$ cat config.mk
export PLATFORM = sky130hd
export DESIGN_NAME = addsub_arbiter
export DESIGN_NICKNAME = d
export VERILOG_FILES = /design/src/rtl/addsub_arbiter_pkg.sv /design/src/rtl/addsub_unit.sv /design/src/rtl/addsub_arbiter.sv
export SDC_FILE = /design/constraint.sdc
export NUM_CORES = 1
export LEC_CHECK = 0
export ABC_AREA = 1
export CAP_MARGIN = 5
export CORE_ASPECT_RATIO = 1.75
export CORE_UTILIZATION = 40
export CTS_CLUSTER_SIZE = 40
export DETAILED_ROUTE_END_ITERATION = 10
export PLACE_DENSITY = 0.7
export SYNTH_ARGS = -nofsm -noshare
export SYNTH_HDL_FRONTEND = slang
export SYNTH_SLANG_ARGS = --single-unit
$ cat constraint.sdc
create_clock -name clk -period 4.6 [get_ports clk]
set_input_delay 0.92 -clock clk [delete_from_list [all_inputs] [get_ports clk]]
set_output_delay 0.92 -clock clk [all_outputs]
set_load 0.05 [all_outputs]
$ cat src/rtl/addsub_arbiter_pkg.sv
// Shared types and constants for the two-requester add/subtract arbiter.
// Imported by the arbiter top and its combinational datapath.
package addsub_arbiter_pkg;

    localparam int unsigned DefaultWidth = 32;

    localparam logic OpAdd = 1'b0;
    localparam logic OpSub = 1'b1;

    typedef enum logic [1:0] {
        StIdle,
        StExec,
        StResp
    } state_e;

endpackage

$ cat src/rtl/addsub_unit.sv
// Combinational WIDTH-bit adder/subtractor with carry out of the MSB.
// Subtraction is a + ~b + 1, so carry = 1 means no borrow.
module addsub_unit
    import addsub_arbiter_pkg::*;
#(
    parameter int unsigned WIDTH = DefaultWidth
) (
    input  logic [WIDTH-1:0] a,
    input  logic [WIDTH-1:0] b,
    input  logic             sub,
    output logic [WIDTH-1:0] sum,
    output logic             carry
);

    logic [WIDTH-1:0] b_eff;

    always_comb begin
        b_eff        = (sub == OpSub) ? ~b : b;
        {carry, sum} = {1'b0, a} + {1'b0, b_eff} + {{WIDTH{1'b0}}, sub};
    end

endmodule

$ cat src/rtl/addsub_arbiter.sv
// Round-robin arbiter sharing one add/sub datapath between two requesters.
// One operation in flight: IDLE accepts, EXEC computes, RESP holds the result until consumed.
module addsub_arbiter
    import addsub_arbiter_pkg::*;
#(
    parameter int unsigned WIDTH = DefaultWidth
) (
    input  logic             clk,
    input  logic             rst,

    input  logic             req0_valid,
    output logic             req0_ready,
    input  logic [WIDTH-1:0] req0_a,
    input  logic [WIDTH-1:0] req0_b,
    input  logic             req0_sub,

    input  logic             req1_valid,
    output logic             req1_ready,
    input  logic [WIDTH-1:0] req1_a,
    input  logic [WIDTH-1:0] req1_b,
    input  logic             req1_sub,

    output logic             rsp0_valid,
    input  logic             rsp0_ready,
    output logic             rsp1_valid,
    input  logic             rsp1_ready,

    output logic [WIDTH-1:0] rsp_data,
    output logic             rsp_carry,
    output logic             rsp_zero
);

    state_e           state_q;
    logic             last_grant_q;
    logic             owner_q;
    logic [WIDTH-1:0] a_q;
    logic [WIDTH-1:0] b_q;
    logic             sub_q;
    logic [WIDTH-1:0] data_q;
    logic             carry_q;
    logic             zero_q;
    logic             rsp0_valid_q;
    logic             rsp1_valid_q;

    logic             grant;
    logic             accept;
    logic             owner_rsp_ready;
    logic [WIDTH-1:0] sum;
    logic             carry;

    addsub_unit #(
        .WIDTH (WIDTH)
    ) u_addsub (
        .a     (a_q),
        .b     (b_q),
        .sub   (sub_q),
        .sum   (sum),
        .carry (carry)
    );

    // With both requesting, the one not served last wins; otherwise the lone requester.
    always_comb begin
        grant = 1'b0;
        if (req0_valid && req1_valid) begin
            grant = ~last_grant_q;
        end else if (req1_valid) begin
            grant = 1'b1;
        end
    end

    // Ready is gated by rst so no handshake completes on a reset edge.
    always_comb begin
        req0_ready      = !rst && (state_q == StIdle) && !grant && req0_valid;
        req1_ready      = !rst && (state_q == StIdle) &&  grant && req1_valid;
        accept          = req0_ready || req1_ready;
        owner_rsp_ready = owner_q ? rsp1_ready : rsp0_ready;
    end

    always_ff @(posedge clk) begin
        if (rst) begin
            state_q      <= StIdle;
            last_grant_q <= 1'b1;
            owner_q      <= 1'b0;
            a_q          <= '0;
            b_q          <= '0;
            sub_q        <= OpAdd;
            data_q       <= '0;
            carry_q      <= 1'b0;
            zero_q       <= 1'b0;
            rsp0_valid_q <= 1'b0;
            rsp1_valid_q <= 1'b0;
        end else begin
            case (state_q)
                StIdle: begin
                    if (accept) begin
                        owner_q      <= req1_ready;
                        last_grant_q <= req1_ready;
                        a_q          <= req1_ready ? req1_a   : req0_a;
                        b_q          <= req1_ready ? req1_b   : req0_b;
                        sub_q        <= req1_ready ? req1_sub : req0_sub;
                        state_q      <= StExec;
                    end
                end
                StExec: begin
                    data_q       <= sum;
                    carry_q      <= carry;
                    zero_q       <= (sum == '0);
                    rsp0_valid_q <= !owner_q;
                    rsp1_valid_q <= owner_q;
                    state_q      <= StResp;
                end
                StResp: begin
                    if (owner_rsp_ready) begin
                        rsp0_valid_q <= 1'b0;
                        rsp1_valid_q <= 1'b0;
                        state_q      <= StIdle;
                    end
                end
                default: begin
                    state_q <= StIdle;
                end
            endcase
        end
    end

    assign rsp0_valid = rsp0_valid_q;
    assign rsp1_valid = rsp1_valid_q;
    assign rsp_data   = data_q;
    assign rsp_carry  = carry_q;
    assign rsp_zero   = zero_q;

endmodule

==> results.py <==
metrics = {
    "outcome": {
        "status": "finished, final reports clean",
    },
    "detailed_routing": {
        "drt_first_iter_violations": 220,
        "drt_first_pass_iters": 4,
        "num_vias": 7625,
        "antenna_left": 0,
        "vias_per_cell": 4.73,
        "wire_per_inst_um": 12.9,
        "wl_um": 20800,
        "drcViolationCount": 0,
    },
    "finish": {
        "antenna_cells": 0,
        "fin_cells": 1613,
        "final_net_count": 1545,
        "final_common_cell": "nand2_1",
        "drive_gt1_frac": 0.0566,
        "area_growth_pct": 29.4,
        "post-route-util": 0.532,
        "final_cell_mix": "nand2_1 (323), nor2_1 (212), clkdlybuf4s50_1 (171)",
    },
    "timing": {
        "worst_slew_pin_slew_ps": 1020,
        "post-route-period-util": 0.799,
        "final_max_slew_viol_count": 0,
        "hold_viol_final": 0,
        "setup_tns_ps": 0,
        "worst_slack_ps": 924,
        "finClkSkew_ps": 7.58,
        "period_minus_slack_ps": 3680,
        "setup_viol": 0,
        "max_slew_margin": 0.319,
        "max_freq_mhz": 272,
        "rsz0062_at_grt": "false",
    },
    "power_and_ir_drop": {
        "p_int_mw": 1.86,
        "powerDensity_mw_per_mm2": 306,
        "clockPowerShare": 0.275,
        "p_leak_nw": 4.74,
        "p_seq_frac": 0.361,
        "netSwitchingPower_mw": 1.08,
        "p_comb_frac": 0.364,
        "peakVddDrop_uv": 171,
        "finalPower_mw": 2.93,
        "swShare": 0.367,
    },
    "global_routing": {
        "grt-ovfl-total": 0,
        "grt_max_degree": 88,
        "grt.total_usage": 0.225,
        "antenna_found_initial": 0,
        "grt_pass1_wl_um": 34400,
        "grt_pass1_vias": 7333,
    },
    "synth": {
        "ys_async_sr_fraction": 0,
        "synth-compound-area-share": 0.139,
        "synthFlopType": "dfxtp_1",
        "synth_sequential_area_ratio": 0.283,
        "synthAdderAreaFrac": 0.0600,
        "synth_cell_types": 36,
        "yosysWarnings": 0,
        "ys_ff_latch": 105,
        "synth_top_family_by_area": "simple AND/OR/NAND/NOR gates",
        "syn_avg_cell_area_um2": 6.02,
        "synth_area_mm2": 0.00742,
        "synthXorXnorAreaFrac": 0.0472,
        "syn-num-nets": 1404,
        "synthMuxAreaShare": 0,
        "synth_edf_count": 0,
        "synthCells": 1233,
        "synth-simple-area-share": 0.353,
    },
    "setup_path": {
        "crit_type": "in2out",
        "crit_path_cell_trace": "clkdlybuf4s50_1 -> inv_1 -> o21ai_0 -> nand2_1 -> nor2_1 -> clkdlybuf4s50_1",
        "cp.required_ps": 3680,
        "crit_path_frequent_cell": "clkdlybuf4s50_1",
        "crit_buf_inv": 3,
        "critPathSlowestCell": "clkdlybuf4s50_1",
        "cp_top_family": "buffers and inverters",
        "crit_fanout": 3,
        "cp-end-kind": "output port",
        "cp_data_arrival_time_ps": 2760,
        "crit_path_start_kind": "input port",
        "max_stage_delay_ps": 800,
    },
    "clock_network": {
        "cts_tree": "yes",
        "numCtsBuffers": 9,
        "hold_buffers": 0,
        "htree_num_levels": 3,
        "cts_setup_buffers": 0,
        "clkTransAtPathRegs_ps": 70,
        "cts.sinks": 105,
        "cts_buffer_depth": 2,
        "cts_resized": 0,
        "cts-root-buf": "clkbuf_16",
        "worstSkewPairLatency_ps": 360,
    },
    "floorplan": {
        "fp-row-count": 65,
        "io_pins": 174,
        "die_area_mm2": 0.0191,
        "fp.coreArea_mm2": 0.0181,
        "initial_core_util": 0.411,
        "die_h_um": 182,
        "die_x_um": 105,
    },
    "placed_design": {
        "globalplace.congestion": 0.906,
        "place_inst": 1597,
        "dp_slack_ps": 910,
        "hpwlAfterDp_um": 16600,
        "portBuffers": 173,
    },
    "hold_path": {
        "hp-class": "reg2reg",
    },
    "job": {
        "cap_violations": 0,
    },
}
[cell type report]
cell class	count	area (um^2)
multi-input cells	903	4450
fillers	1922	8450
clock buffers	10	239
flip-flops and latches	105	2100
inverters	175	657
clock inverters	6	72.6
well taps	234	293
repair buffers	180	1790
[kinds of logic (layout without fill, tap and decap cells)]
kind of cell    after synthesis  count (layout)
compound gates              196             196
xor+xnor                     40              40
fa+ha+maj                    35              35
buf+inv                     225             371
flops                       105             105
simple gates                632             632
[per-layer routing]
metal,routed length (um),GRT usage
met1,8810,0.253
met5,0,0
met3,535,0.0232
met2,10900,0.426
met4,594,0.0896
[metrics by stage]
step	instance area, um^2	hold slack, ps
6_report	9600	463
5_1_grt	9600	493
4_1_cts	9600	467
3_5_place_dp	9290	453
3_3_place_gp	9290	457
2_1_floorplan	7420	449
[worst register-to-register path, stage by stage (launching register included)]
cell	delay, ps
dfxtp_2	750
buf_4	330
xor2_1	240
ha_1	350
nand2_1	100
nand2_1	70
inv_1	70
nand2_1	80
nand2_1	90
nand2_1	110
nand3_1	140
nand3_1	80
nand2_1	60
nand2_1	70
nor2_1	130
nand2_1	70
nor2_2	130
nand3_1	100
a21oi_2	110
[sequential cells by signal (all words and copies together) (netlist names)]
name	count
a_q	32
rsp_data	32
sub_q	1
state_q	2
last_grant_q	1
rsp0_valid	1
b_q	32
rsp_zero	1
rsp1_valid	1
rsp_carry	1
owner_q	1
[cells in the mapped netlist (2+ instances only)]
library cell,number,area share
nand2_1,323,0.16
nor2_1,212,0.11
inv_1,166,0.084
dfxtp_1,105,0.28
a21oi_1,88,0.059
o21ai_0,60,0.040
nand3_1,36,0.024
ha_1,34,0.057
xor2_1,33,0.039
o21ai_1,28,0.019
clkbuf_1,26,0.013
nand2_2,20,0.017
buf_2,16,0.011
o211ai_1,13,0.013
nor2_2,11,0.0093
nand4_1,9,0.0076
inv_2,8,0.0040
xnor2_1,7,0.0083
buf_1,6,0.0030
nand3_2,5,0.0067
nor3_2,5,0.0067
nand3b_1,4,0.0040
and2_1,2,0.0017
buf_4,2,0.0020
nor3_1,2,0.0013
o21bai_1,2,0.0020
[power by group through the flow]
| stage | clock [mW] | sequential, mW | combinational (mW) |
|---|---|---|---|
| 4_1_cts | 0.824 | 1.06 | 1.07 |
| 3_5_place_dp | 0 | 1.08 | 1.07 |
| 6_report | 0.808 | 1.06 | 1.07 |
| 2_1_floorplan | 0 | 1.19 | 0.592 |
| 3_3_place_gp | 0 | 1.08 | 1.06 |
| 5_1_grt | 0.862 | 1.07 | 1.19 |
[path summary, 6_finish.rpt]
kind                   start    endpoint  slack, ps  cells after the start
setup / recovery  req0_valid  req0_ready        920                      6
hold reg to reg   rsp0_valid  rsp0_valid        460                      2
hold / removal    rsp0_valid  rsp0_valid        460                      2
setup reg to reg       sub_q    rsp_zero       1440                     18
(Power assumes the default switching activity.)
